`src/rtl/multi_xor_unit.sv`:
```
// Triple-redundant registered XOR: gate, behavioural and dataflow paths,
// bitwise 2-of-3 voter, disagreement flag and saturating mismatch counter.
module multi_xor_unit #(
    parameter int WIDTH = 1,
    parameter int CNT_W = 8
) (
    input  logic             clk,
    input  logic             rst,
    input  logic             in_valid,
    input  logic [WIDTH-1:0] a,
    input  logic [WIDTH-1:0] b,
    input  logic [1:0]       fault_sel,
    output logic             out_valid,
    output logic [WIDTH-1:0] y_gate,
    output logic [WIDTH-1:0] y_beh,
    output logic [WIDTH-1:0] y_df,
    output logic [WIDTH-1:0] y,
    output logic             mismatch,
    output logic [CNT_W-1:0] mismatch_cnt
);

    typedef enum logic [1:0] {
        FAULT_NONE = 2'd0,
        FAULT_GATE = 2'd1,
        FAULT_BEH  = 2'd2,
        FAULT_DF   = 2'd3
    } fault_e;

    fault_e           fault;
    logic [WIDTH-1:0] gate_raw, beh_raw, df_raw;
    logic [WIDTH-1:0] gate_f, beh_f, df_f;
    logic [WIDTH-1:0] vote;
    logic             disagree;

    assign fault = fault_e'(fault_sel);

    for (genvar i = 0; i < WIDTH; i++) begin : g_gate
        xor u_xor (gate_raw[i], a[i], b[i]);
    end

    // Truth-table per bit so this path shares no operator with the others
    always_comb begin
        beh_raw = '0;
        for (int unsigned i = 0; i < WIDTH; i++) begin
            case ({a[i], b[i]})
                2'b01, 2'b10: beh_raw[i] = 1'b1;
                default:      beh_raw[i] = 1'b0;
            endcase
        end
    end

    assign df_raw = a ^ b;

    assign gate_f = gate_raw ^ {WIDTH{fault == FAULT_GATE}};
    assign beh_f  = beh_raw  ^ {WIDTH{fault == FAULT_BEH}};
    assign df_f   = df_raw   ^ {WIDTH{fault == FAULT_DF}};

    assign vote     = (gate_f & beh_f) | (gate_f & df_f) | (beh_f & df_f);
    assign disagree = (gate_f != beh_f) || (gate_f != df_f);

    always_ff @(posedge clk) begin
        if (rst) begin
            out_valid    <= 1'b0;
            y_gate       <= '0;
            y_beh        <= '0;
            y_df         <= '0;
            y            <= '0;
            mismatch     <= 1'b0;
            mismatch_cnt <= '0;
        end else begin
            out_valid <= in_valid;
            mismatch  <= in_valid && disagree;
            if (in_valid) begin
                y_gate <= gate_f;
                y_beh  <= beh_f;
                y_df   <= df_f;
                y      <= vote;
                if (disagree && (mismatch_cnt != '1))
                    mismatch_cnt <= mismatch_cnt + CNT_W'(1);
            end
        end
    end

endmodule

```
`config.mk`:
```
export PLATFORM = sky130hd
export DESIGN_NAME = multi_xor_unit
export DESIGN_NICKNAME = d
export VERILOG_FILES = /design/src/rtl/multi_xor_unit.sv
export SDC_FILE = /design/constraint.sdc
export NUM_CORES = 1
export LEC_CHECK = 0
export BUFFER_PORTS_ARGS = -buffer_cell sky130_fd_sc_hd__buf_4
export CAP_MARGIN = 20
export CORE_UTILIZATION = 30
export CTS_CLUSTER_DIAMETER = 80
export CTS_CLUSTER_SIZE = 10
export DETAILED_ROUTE_END_ITERATION = 8
export PLACE_DENSITY = 0.64
export SYNTH_ARGS = -nofsm -noshare
export SYNTH_HDL_FRONTEND = slang
export SYNTH_SLANG_ARGS = --single-unit
```
`constraint.sdc`:
```
create_clock -name clk -period 1.4 [get_ports clk]
set_input_delay 0.21 -clock clk [delete_from_list [all_inputs] [get_ports clk]]
set_output_delay 0.21 -clock clk [all_outputs]
set_load 0.05 [all_outputs]
```
# Yosys cells after proc, flatten, opt, wreduce, memory -nomap -nowiden
# Index checks and enable logic that the tools add are counted.
# W data, S select, Z words.
# op_classes
n_addsub	1
bitwise	9
n_reduce_logical	5
n_eq_ne	8
n_mux	1
# ops
cell	n
$add A8 B1 Y8 const B	1
$ne A8 B8 Y1 const B	1
$eq A2 B2 Y1 const B	3
$eq A2 B1 Y1 const B	2
$xor A1 B1 Y1	4
$and A1 B1 Y1	3
$logic_and A1 B1 Y1	2
$ne A1 B1 Y1	2
$or A1 B1 Y1	2
$reduce_and A2 Y1	1
$reduce_or A2 Y1	1
$logic_or A1 B1 Y1	1
$mux W1	1
# totals
wordCells	31
reg_bits	14
in_bits	7

# Logic depth before layout (Yosys ltp)
# logic_depth
depth_word	8
depth_mapped	5

# Least setup slack after synthesis
# Ideal clock, no wire load.
# synth_path
kind	reg2reg
startpoint	register mismatch_cnt[0]
endpoint	register mismatch_cnt[4]
t_arrival_ns	1.628
path_slack_ns	-0.356
path_buffers	0
synth_period_minus_slack_ns	1.756
path_stages_with_launch	6
setup_time_ns	0.128
cell_sequence	dfxtp_1 > ha_1 > o2111ai_1 > a311oi_1 > xnor2_1 > nor2_1
# synth_between
elab_chain_cells	3
elab_cells_between_ends	4
classes_between	add/sub: 1; eq/ne: 1; reduce/logical: 2
# synth_lines
item	line_no	text
from (decl)	19	output logic [CNT_W-1:0] mismatch_cnt
from (signal assigned)	79	mismatch_cnt <= mismatch_cnt + CNT_W'(1);
parallel branches: the longest is 3 deep, another holds $add A8 B1 Y8	-	
# Several ways; the timed one is not identified.
# A chain may end at the register's enable or synchronous reset.

# Worst setup path after layout
# layout_path
startpoint	register mismatch_cnt[2]
endpoint	register mismatch_cnt[5]
# The elaborated chain is that of the path after synthesis.

==> impl_metrics.env <==
export IMPL_status="finished, final reports clean"
export IMPL_worstHoldStart="rst"
export IMPL_root_buffer="clkbuf_4"
export IMPL_rows=16
export IMPL_r2r_start="mismatch_cnt[2]"
export IMPL_grt_overflow=0
export IMPL_peakVddDrop_mv=0.402
export IMPL_min_period_over_period=0.995
export IMPL_place_ws_ps=18.4
export IMPL_coreArea_um2=1980
export IMPL_portBuffers=20
export IMPL_ios=21
export IMPL_grt_pass1_vias=458
export IMPL_post_route_min_period_ps=1390
export IMPL_max_freq_mhz=718
export IMPL_grt_pass1_wl_um=1900
export IMPL_ys_ff_latch=14
export IMPL_antenna_found_initial=0
export IMPL_grt_start_max_net_pins=15
export IMPL_clk_latency_ps=280
export IMPL_cts_tree="built"
export IMPL_cts_setup_buffers=0
export IMPL_num_fill_cells=196
export IMPL_worstPathRequired_ps=1620
export IMPL_die_w_um=48.2
export IMPL_wl_per_cell_um=11.1
export IMPL_power_density_nw_per_um2=1010
export IMPL_cts_sinks=14
export IMPL_tns_ps=0
export IMPL_holdPathStages=2
export IMPL_syn_area_um2=641
export IMPL_synth_top_flop_cell="dfxtp_1"
export IMPL_synth_fp_nets=78
export IMPL_vias=583
export IMPL_synth_yosys_seq_area_share=0.437
export IMPL_crit_path_start_kind="flip-flop"
export IMPL_synth_cells=70
export IMPL_drtIter0Drc=6
export IMPL_num_nets_final=104
export IMPL_clock_path_buffers=2
export IMPL_final_util=0.455
export IMPL_path_class="flip-flop to flip-flop"
export IMPL_finClkSkew_ps=4.10
export IMPL_clk_pin_slew_ps=90
export IMPL_ctsHoldBuffers=0
export IMPL_post_dp_hpwl_um=984
export IMPL_drc_errors=0
export IMPL_ys_types=28
export IMPL_layout_drive_gt1_share=0.432
export IMPL_cp_max_fo=6
export IMPL_async_reset_ff_frac=0
export IMPL_ys_warn_count=0
export IMPL_postSynthAreaPerCell_um2=9.15
export IMPL_critical_path_arrival_ps=1620
export IMPL_placed_cell_area_um2=855
export IMPL_cts_htree_levels=1
export IMPL_finalWirelength_um=1350
export IMPL_synth_edff_count=0
export IMPL_maxCapViolations=0
export IMPL_cts_resized_gates=0
export IMPL_start_util=0.323
export IMPL_slew_headroom=0.801
export IMPL_rsz0062_at_grt="yes"
export IMPL_r2r_cells=4
export IMPL_power_leakage_nw=0.361
export IMPL_hold_path_end="mismatch_cnt[5]"
export IMPL_firstDrtPassIters=2
export IMPL_setup_violations=0
export IMPL_r2r_end="mismatch_cnt[5]"
export IMPL_die_area_um2=2320
export IMPL_grtUsageTotal=0.121
export IMPL_postLayoutCellArea_um2=901
export IMPL_ant_nets=0
export IMPL_layout_setup_ws_ps=7.02
export IMPL_ff2ff_setup_slack_ps=7
export IMPL_final_cell_mix="23 x buf_4, 12 x nor2_1, 6 x dfxtp_1"
export IMPL_vias_per_cell=4.78
export IMPL_hp_class="input pin to flip-flop"
export IMPL_worst_pin_slew_ps=297
export IMPL_endpoint_kind="flip-flop"
export IMPL_syn_to_final_growth_pct=40.6
export IMPL_gp_congestion=0.714
export IMPL_layout_cells_most_common="buf_4"
export IMPL_final_hold_viol_count=0
export IMPL_n_antenna_cell=0
export IMPL_cts_made_buffers=3
export IMPL_maxSlewViolCount=0
export IMPL_chipHeight_um=48.2
## worst max-delay path by stage
stage | slack [ps] | from | depth (start not counted) | end
global route | -60 | mismatch_cnt[2] | 4 | mismatch_cnt[5]
floorplan | -10 | mismatch_cnt[0] | 4 | mismatch_cnt[5]
detailed placement | 20 | mismatch_cnt[0] | 5 | mismatch_cnt[5]
CTS | 8 | mismatch_cnt[0] | 5 | mismatch_cnt[5]
global placement | 50 | mismatch_cnt[0] | 5 | mismatch_cnt[4]
finish | 7 | mismatch_cnt[2] | 4 | mismatch_cnt[5]
## routing by layer
layer | track usage | wire (µm) | vias to the layer above
li1 | - | - | 301
met1 | 0.143 | 627 | 263
met2 | 0.197 | 634 | 16
met3 | 0.0222 | 61 | 3
met4 | 0.0833 | 27 | 0
met5 | 0 | 0 | -
## critical path: stages, from the launching register on
cell	delay, ps
dfxtp_4	390
nand3_2	80
or2_4	250
or4_4	490
a21oi_2	140
## metrics by stage
stage / hold slack (ps) / std cells / total power, mW
after floorplan: 275 / 70 / 0.564
after global placement: 469 / 118 / 0.625
after detailed placement: 478 / 118 / 0.625
after CTS: 181 / 122 / 0.929
after global routing: 182 / 122 / 0.957
final: 174 / 122 / 0.911
## synth_stat cells, types with 2 or more instances
master / count / area [µm²]
nor2b_1: 2 / 12.5
a21oi_1: 2 / 10.0
nand2_1: 2 / 7.51
a211oi_1: 4 / 30.0
mux2i_1: 4 / 40.0
xnor2_1: 4 / 35.0
nand3_1: 3 / 15.0
xor2_1: 2 / 17.5
dfxtp_1: 14 / 280
nor3_1: 4 / 20.0
nor2_1: 12 / 45.0
## report_power, final
part | internal (mW) | leakage, nW | switching [mW]
Clock | 0.158 | 0.0210 | 0.137
Sequential | 0.416 | 0.119 | 0.0137
Combinational | 0.0708 | 0.221 | 0.115
Total | 0.645 | 0.361 | 0.266
## cell families after synthesis
group / count (synthesis) / share of synthesized area
muxes: 4 / 0.0625
AOI/OAI and AO/OA: 14 / 0.156
xor gates and xnor gates: 6 / 0.0820
adders and majority gates: 1 / 0.0195
buffers and inverters: 3 / 0.0293
and+or+nand+nor: 28 / 0.213
DFF: 14 / 0.438
## flip-flops by register name, summed over array words and instances (netlist names)
signal        cells
mismatch_cnt      8
out_valid         1
y_gate            1
y_beh             1
y_df              1
mismatch          1
y                 1
## layout make-up
type	instances	area, µm²	area share
sequential	14	298	0.331
timing repair buffer	23	173	0.192
tap	27	33.8	0.0375
inverter	1	3.75	0.00417
clock buffer	4	36.3	0.0403
multi-input combinational	53	357	0.396
(Power assumes the default switching activity.)
